**src/rtl/random_ball_gen.sv**
```systemverilog
// ----------------------------------------------------------------------------
// random_ball_gen
//
// Sequential serve randomiser. On a request from the game-control FSM it draws
// a serve (location, velocity, angle) from a free-running Galois LFSR and holds
// the result until the consumer acknowledges it. Bounded rejection sampling
// keeps every field uniform inside its configured span; after MAX_TRIES
// consecutive rejections a fold-back value is used so a draw always finishes.
//
// Ports
//   clk           system clock
//   rst           synchronous active-high reset, overrides everything
//   en            LFSR advance enable (the LFSR runs in every FSM state)
//   mode          0 = random, 1 = fixed centre serve, 2/3 = random (reserved)
//   seed_load     load seed_in into the LFSR this cycle (priority over en)
//   seed_in       reseed value; zero is replaced by SEED
//   req           serve request, honoured only in IDLE
//   ack           consumer accepts the held result, honoured only in DONE
//   busy          high while a random draw is in progress
//   valid         high while a result is held stable on the data outputs
//   ball_location {x, y}
//   ball_velocity unsigned speed
//   ball_angle    two's-complement angle in -ANG_MAX..+ANG_MAX
// ----------------------------------------------------------------------------
module random_ball_gen #(
    parameter int                LFSR_W    = 16,
    parameter logic [LFSR_W-1:0] SEED      = 16'hACE1,
    parameter logic [LFSR_W-1:0] TAPS      = 16'hB400,
    parameter int                X_W       = 11,
    parameter int                Y_W       = 11,
    parameter int                X_BASE    = 0,
    parameter int                X_SPAN    = 183,
    parameter int                Y_BASE    = 0,
    parameter int                Y_SPAN    = 183,
    parameter int                VEL_W     = 16,
    parameter int                VEL_MIN   = 64,
    parameter int                VEL_BITS  = 8,
    parameter int                ANG_W     = 16,
    parameter int                ANG_MAX   = 45,
    parameter int                MAX_TRIES = 8
) (
    input  logic                 clk,
    input  logic                 rst,
    input  logic                 en,
    input  logic [1:0]           mode,
    input  logic                 seed_load,
    input  logic [LFSR_W-1:0]    seed_in,
    input  logic                 req,
    input  logic                 ack,
    output logic                 busy,
    output logic                 valid,
    output logic [X_W+Y_W-1:0]   ball_location,
    output logic [VEL_W-1:0]     ball_velocity,
    output logic [ANG_W-1:0]     ball_angle
);

    // ------------------------------------------------------------------------
    // Derived sizes. Each sample width is the smallest power-of-two window
    // covering its span, so a rejected sample s always satisfies
    // SPAN <= s < 2*SPAN and s - SPAN lands back inside the span.
    // ------------------------------------------------------------------------
    localparam int A_RANGE = 2 * ANG_MAX + 1;
    localparam int XB      = (X_SPAN  > 1) ? $clog2(X_SPAN)  : 1;
    localparam int YB      = (Y_SPAN  > 1) ? $clog2(Y_SPAN)  : 1;
    localparam int AB      = (A_RANGE > 1) ? $clog2(A_RANGE) : 1;
    localparam int TW      = (MAX_TRIES > 1) ? $clog2(MAX_TRIES) : 1;

    localparam logic [XB:0]   X_SPAN_C  = (XB+1)'(X_SPAN);
    localparam logic [XB-1:0] X_SPAN_T  = XB'(X_SPAN);
    localparam logic [YB:0]   Y_SPAN_C  = (YB+1)'(Y_SPAN);
    localparam logic [YB-1:0] Y_SPAN_T  = YB'(Y_SPAN);
    localparam logic [AB:0]   A_RANGE_C = (AB+1)'(A_RANGE);
    localparam logic [AB-1:0] A_RANGE_T = AB'(A_RANGE);
    localparam logic [TW-1:0] TRY_LAST  = TW'(MAX_TRIES - 1);

    localparam logic [X_W-1:0]   X_BASE_T   = X_W'(X_BASE);
    localparam logic [Y_W-1:0]   Y_BASE_T   = Y_W'(Y_BASE);
    localparam logic [X_W-1:0]   X_CENTRE   = X_W'(X_BASE + X_SPAN / 2);
    localparam logic [Y_W-1:0]   Y_CENTRE   = Y_W'(Y_BASE + Y_SPAN / 2);
    localparam logic [VEL_W-1:0] VEL_MIN_T  = VEL_W'(VEL_MIN);
    localparam logic [ANG_W-1:0] ANG_MAX_T  = ANG_W'(ANG_MAX);

    // ------------------------------------------------------------------------
    // Parameter sanity. These fire at elaboration so a bad parameter set can
    // never silently produce out-of-range coordinates or a stuck LFSR.
    // ------------------------------------------------------------------------
    generate
        if (X_BASE + X_SPAN - 1 >= (1 << X_W)) begin : g_bad_x_range
            $error("random_ball_gen: X_BASE+X_SPAN-1 does not fit in X_W bits");
        end
        if (Y_BASE + Y_SPAN - 1 >= (1 << Y_W)) begin : g_bad_y_range
            $error("random_ball_gen: Y_BASE+Y_SPAN-1 does not fit in Y_W bits");
        end
        if (SEED == '0) begin : g_bad_seed
            $error("random_ball_gen: SEED must be nonzero");
        end
        if (XB > LFSR_W || YB > LFSR_W || AB > LFSR_W || VEL_BITS > LFSR_W) begin : g_bad_sample
            $error("random_ball_gen: a sample field is wider than the LFSR");
        end
        if (MAX_TRIES < 1) begin : g_bad_tries
            $error("random_ball_gen: MAX_TRIES must be at least 1");
        end
    endgenerate

    typedef enum logic [2:0] {
        IDLE,
        GEN_X,
        GEN_Y,
        GEN_V,
        GEN_A,
        DONE
    } state_t;

    state_t              state;
    logic [LFSR_W-1:0]   lfsr;
    logic [LFSR_W-1:0]   lfsr_next;
    logic [TW-1:0]       try_cnt;
    logic [X_W-1:0]      x_val;
    logic [Y_W-1:0]      y_val;
    logic [VEL_W-1:0]    v_val;

    logic [XB-1:0]       x_sample;
    logic [YB-1:0]       y_sample;
    logic [AB-1:0]       a_sample;
    logic                x_hit;
    logic                y_hit;
    logic                a_hit;
    logic                last_try;
    logic [X_W-1:0]      x_pick;
    logic [Y_W-1:0]      y_pick;
    logic [AB-1:0]       a_pick;
    logic [ANG_W-1:0]    a_angle;
    logic [VEL_W-1:0]    v_draw;

    // ------------------------------------------------------------------------
    // Right-shifting Galois step: the bit falling out of the bottom decides
    // whether the feedback mask is folded into the shifted register.
    // ------------------------------------------------------------------------
    always_comb begin
        lfsr_next = (lfsr >> 1) ^ (lfsr[0] ? TAPS : '0);
    end

    // ------------------------------------------------------------------------
    // LFSR register. Reseeding wins over advancing, and a zero seed is swapped
    // for SEED because an all-zero Galois register would never leave zero.
    // ------------------------------------------------------------------------
    always_ff @(posedge clk) begin
        if (rst) begin
            lfsr <= SEED;
        end else if (seed_load) begin
            lfsr <= (seed_in == '0) ? SEED : seed_in;
        end else if (en) begin
            lfsr <= lfsr_next;
        end
    end

    // ------------------------------------------------------------------------
    // Per-field sampling. Each field takes the low bits of the current LFSR
    // word; a hit is accepted directly, otherwise the fold-back value s-SPAN
    // is prepared for the case where the try budget is exhausted.
    // ------------------------------------------------------------------------
    always_comb begin
        x_sample = lfsr[XB-1:0];
        y_sample = lfsr[YB-1:0];
        a_sample = lfsr[AB-1:0];

        x_hit    = {1'b0, x_sample} < X_SPAN_C;
        y_hit    = {1'b0, y_sample} < Y_SPAN_C;
        a_hit    = {1'b0, a_sample} < A_RANGE_C;
        last_try = (try_cnt == TRY_LAST);

        x_pick   = x_hit ? (X_BASE_T + X_W'(x_sample))
                         : (X_BASE_T + X_W'(x_sample - X_SPAN_T));
        y_pick   = y_hit ? (Y_BASE_T + Y_W'(y_sample))
                         : (Y_BASE_T + Y_W'(y_sample - Y_SPAN_T));
        a_pick   = a_hit ? a_sample : (a_sample - A_RANGE_T);

        // Zero-extend the 0..2*ANG_MAX index, then shift it to be centred on 0.
        a_angle  = ANG_W'(a_pick) - ANG_MAX_T;
        v_draw   = VEL_MIN_T + VEL_W'(lfsr[VEL_BITS-1:0]);
    end

    // ------------------------------------------------------------------------
    // Serve FSM with registered outputs. Partial results are staged in
    // x_val/y_val/v_val and only copied to the ports on entry to DONE, so the
    // consumer never sees a half-built serve. The held outputs stay on the
    // ports after ack until the next serve replaces them.
    // ------------------------------------------------------------------------
    always_ff @(posedge clk) begin
        if (rst) begin
            state         <= IDLE;
            busy          <= 1'b0;
            valid         <= 1'b0;
            try_cnt       <= '0;
            x_val         <= '0;
            y_val         <= '0;
            v_val         <= '0;
            ball_location <= '0;
            ball_velocity <= '0;
            ball_angle    <= '0;
        end else begin
            case (state)
                IDLE: begin
                    if (req) begin
                        try_cnt <= '0;
                        if (mode == 2'd1) begin
                            ball_location <= {X_CENTRE, Y_CENTRE};
                            ball_velocity <= VEL_MIN_T;
                            ball_angle    <= '0;
                            valid         <= 1'b1;
                            state         <= DONE;
                        end else begin
                            busy  <= 1'b1;
                            state <= GEN_X;
                        end
                    end
                end

                GEN_X: begin
                    if (x_hit || last_try) begin
                        x_val   <= x_pick;
                        try_cnt <= '0;
                        state   <= GEN_Y;
                    end else begin
                        try_cnt <= try_cnt + TW'(1);
                    end
                end

                GEN_Y: begin
                    if (y_hit || last_try) begin
                        y_val   <= y_pick;
                        try_cnt <= '0;
                        state   <= GEN_V;
                    end else begin
                        try_cnt <= try_cnt + TW'(1);
                    end
                end

                GEN_V: begin
                    v_val <= v_draw;
                    state <= GEN_A;
                end

                GEN_A: begin
                    if (a_hit || last_try) begin
                        ball_location <= {x_val, y_val};
                        ball_velocity <= v_val;
                        ball_angle    <= a_angle;
                        try_cnt       <= '0;
                        busy          <= 1'b0;
                        valid         <= 1'b1;
                        state         <= DONE;
                    end else begin
                        try_cnt <= try_cnt + TW'(1);
                    end
                end

                DONE: begin
                    // A req arriving with ack is dropped; the requester re-asserts.
                    if (ack) begin
                        valid <= 1'b0;
                        state <= IDLE;
                    end
                end

                default: begin
                    busy  <= 1'b0;
                    valid <= 1'b0;
                    state <= IDLE;
                end
            endcase
        end
    end

endmodule

```
**config.mk**
```make
export PLATFORM = sky130hd
export DESIGN_NAME = random_ball_gen
export DESIGN_NICKNAME = d
export VERILOG_FILES = /design/src/rtl/random_ball_gen.sv
export SDC_FILE = /design/constraint.sdc
export NUM_CORES = 1
export LEC_CHECK = 0
export CAP_MARGIN = 15
export CELL_PAD_IN_SITES_DETAIL_PLACEMENT = 1
export CELL_PAD_IN_SITES_GLOBAL_PLACEMENT = 1
export CORE_UTILIZATION = 41
export CTS_CLUSTER_SIZE = 24
export DETAILED_ROUTE_END_ITERATION = 8
export PLACE_DENSITY = 0.94
export SETUP_SLACK_MARGIN = 0.15
export SLEW_MARGIN = 5
export SYNTH_ARGS = -nofsm -noshare
export SYNTH_HDL_FRONTEND = slang
export SYNTH_SLANG_ARGS = --single-unit
```
**constraint.sdc**
```tcl
create_clock -name clk -period 4.2 [get_ports clk]
set_clock_uncertainty 0.05 [all_clocks]
set_input_delay 0.63 -clock clk [delete_from_list [all_inputs] [get_ports clk]]
set_output_delay 0.63 -clock clk [all_outputs]
set_load 0.05 [all_outputs]
```
==> flow_summary_export.csv <==
group,metric,value,unit
clocking,post_cts_buffers,0,
routing,route.detailed.drc,0,
layout,fill_cells,1120,
placed_design,portBuffers,72,
timing,timing.fmax,357,MHz
grt,grt_max_degree,56,
power_and_ir_drop,ir_worst_vdd,0.209,mV
clocking,cts_buffers,9,
synth,yosysTopAreaCell,"dfxtp_1",
synth,synth_area_per_cell,8.19,um^2
floorplanning,die_w,101,um
timing,setup_ws,1.40,ns
worst_setup_path,critPathMaxFanout,15,
synth,synth_cells,494,
worst_setup_path,criticalPathCategory,"flip-flop to flip-flop",
layout,final_layout_size_suffix_gt1_share,6.17,%
placed_design,dp_hpwl,7680,um
synth,synth_top_area_share,42.6,%
floorplanning,die_height,101,um
synth,synth.yosys.seq_area_share,42.6,%
layout,n_antenna_cell,0,
clocking,insertion_delay,0.36,ns
clocking,clockRootBuffer,"clkbuf_8",
grt,grt_pass1_wl,18100,um
worst_setup_path,critPathRequiredTime,4.41,ns
synth,synth_edf_count,0,
synth,async_flop_share,0,%
timing,relSlewSlack,33.2,%
floorplanning,start_util,43.0,%
hold_path,hold_class,"flip-flop to flip-flop",
flow_run,drv_cap,0,
timing,hold_viol,0,
worst_setup_path,start_kind,"flip-flop",
synth,synth-seq-cells,86,
timing,period_needed,2.80,ns
timing,drv_slew,0,
clocking,cts_num_sinks,86,
floorplanning,core-area,9420,um^2
floorplanning,io_pins,80,
timing,fin_crit_sh,66.6,%
routing,via_count,3667,
placed_design,dp_slack,1.57,ns
power_and_ir_drop,p_leak,1.80,nW
grt,grt_overflow_total,0,
routing,drt_iter0_drc,146,
grt,grt_usage,22.7,%
worst_setup_path,end_kind,"flip-flop",
timing,rsz0062_at_grt,"false",
grt,antenna_found_initial,0,
timing,setup_violations,0,
routing,vias_per_cell,5.52,
routing,drtPass1Iterations,4,
routing,postRouteAntennaNets,0,
synth,synth_warnings,0,
synth,synth_area,4040,um^2
status,outcome,"finished, final reports clean",
clocking,ctsHoldBuffers,0,
layout,layout.nets,560,
timing,worst_slew_pin_slew,1.00,ns
placed_design,gp_congestion,0.831,
layout,areaGrowthSynthToFinish,20.0,%
routing,wl_per_cell,16.7,um
timing,finalSetupTns,0,ns
floorplanning,die-area,10300,um^2
synth,yosys-top-cells-area,"dfxtp_1, nor2_1, a21oi_1",
clocking,cts_resized,0,
clocking,clockBufferDepth,2,
floorplanning,num_rows,35,
clocking,h-tree-depth,3,
grt,grt_pass1_vias,3601,
synth,synthFlopType,"dfxtp_1",
clocking,cts.clk_slew.worst_paths,0.09,ns
routing,detail_route.wirelength,11100,um
synth,synthDistinctLibCells,59,
worst_setup_path,worst_ep_arrival_time,3.01,ns
power_and_ir_drop,powerDensity,490,nW/um^2
clocking,tritoncts,"yes",
final cells by class:
| class | instances | area (um^2) | area share (%) |
|---|---|---|---|
| clock buffers | 9 | 124 | 2.55 |
| clock inverters | 7 | 58.8 | 1.21 |
| inverters | 6 | 22.5 | 0.464 |
| multi-input cells | 352 | 2020 | 41.7 |
| flip-flops and latches | 86 | 1720 | 35.5 |
| well taps | 129 | 161 | 3.33 |
| repair buffers | 75 | 742 | 15.3 |
metrics by stage:
stage                     area, um^2  hold slack, ns  instances  power, mW  util [%]
after CTS                       4850           0.422        664       2.38      51.5
after global routing            4850           0.434        664       2.49      51.5
after floorplan                 4070           0.386        500       1.61         -
after global placement          4660           0.400        647       1.80      49.5
final                           4850           0.417        664       2.38      51.5
after detailed placement        4670           0.401        648       1.83      49.6
path summary, 6_finish.rpt:
check | startpoint | to | slack, ns | cells after the start
worst max register to register | lfsr[0]$_SDFFE_PP1P_ | ball_angle[6]$_SDFFE_PP0P_ | 1.40 | 6
worst min register to register | x_val[0]$_SDFFE_PP0P_ | x_val[0]$_SDFFE_PP0P_ | 0.42 | 2
worst min-delay path | x_val[0]$_SDFFE_PP0P_ | x_val[0]$_SDFFE_PP0P_ | 0.42 | 2
worst max-delay path | lfsr[0]$_SDFFE_PP1P_ | ball_angle[6]$_SDFFE_PP0P_ | 1.40 | 6
cells in the mapped netlist, types with 2 or more instances:
cell type	count
inv_1	5
mux2i_1	9
nor2_2	2
buf_2	8
nand4_1	2
nand2b_1	12
a21oi_1	38
nand2_1	35
and3_1	3
dfxtp_1	86
o31ai_1	2
a211oi_1	6
xnor2_1	8
o31a_1	2
nor4_1	6
or3_1	3
o21ai_0	12
nor2_1	98
a21o_1	3
clkbuf_1	26
nand3_1	5
ha_1	6
o22ai_1	8
mux2_2	4
a311oi_1	2
xor2_1	3
a31oi_1	5
a22oi_1	18
buf_4	21
and3b_1	3
a22o_1	4
nor3_1	22
placed cells by master, fill, tap and decap left out, drive strengths merged, types with 5 or more instances in the layout:
| master | instances |
|---|---|
| conb | 7 |
| o22ai | 8 |
| a211oi | 6 |
| clkbuf | 9 |
| ha | 6 |
| a22oi | 18 |
| inv | 8 |
| xnor2 | 8 |
| nor3 | 22 |
| a31oi | 7 |
| nand3 | 5 |
| nand2 | 35 |
| nor2 | 100 |
| nand2b | 12 |
| a21oi | 38 |
| nor4 | 6 |
| o21ai | 13 |
| mux2i | 9 |
| dfxtp | 86 |
| clkdlybuf4s50 | 71 |
kinds of logic after synthesis:
group	Yosys count	share of synthesized area [%]
and+or+nand+nor	195	21.4
AOI/OAI and AO/OA	120	20.4
DFF	86	42.6
buffers and inverters	62	7.95
muxes	13	3.34
xor gates and xnor gates	11	2.38
adders and majority gates	6	1.86
other	1	0.0927
registers in the layout (all words and copies together) (netlist names):
register / cells
valid: 1
ball_location: 18
v_val: 9
lfsr: 16
y_val: 9
ball_velocity: 9
ball_angle: 8
busy: 1
state: 3
x_val: 9
try_cnt: 3
worst max-delay path, stage by stage (launching register included):
cell	delay [ns]
dfxtp_1	0.73
a211oi_1	0.22
nor4_1	0.47
or2_1	0.50
nor2_1	0.18
and3_1	0.28
a211o_1	0.26
routing by layer:
| layer | global-route usage [%] | up-vias | share of wire [%] |
|---|---|---|---|
| li1 | - | 1780 | - |
| met4 | 9.81 | 0 | 2.4 |
| met1 | 27.9 | 1771 | 45 |
| met3 | 3.38 | 27 | 3.6 |
| met5 | 0 | - | 0 |
| met2 | 39.4 | 89 | 49 |
power by group:
group	internal [mW]	switching (mW)	total [mW]
Clock	0.222	0.327	0.549
Sequential	0.919	0.112	1.03
Combinational	0.281	0.515	0.796
Total	1.42	0.955	2.38
Power figures use the tool's default switching activity.
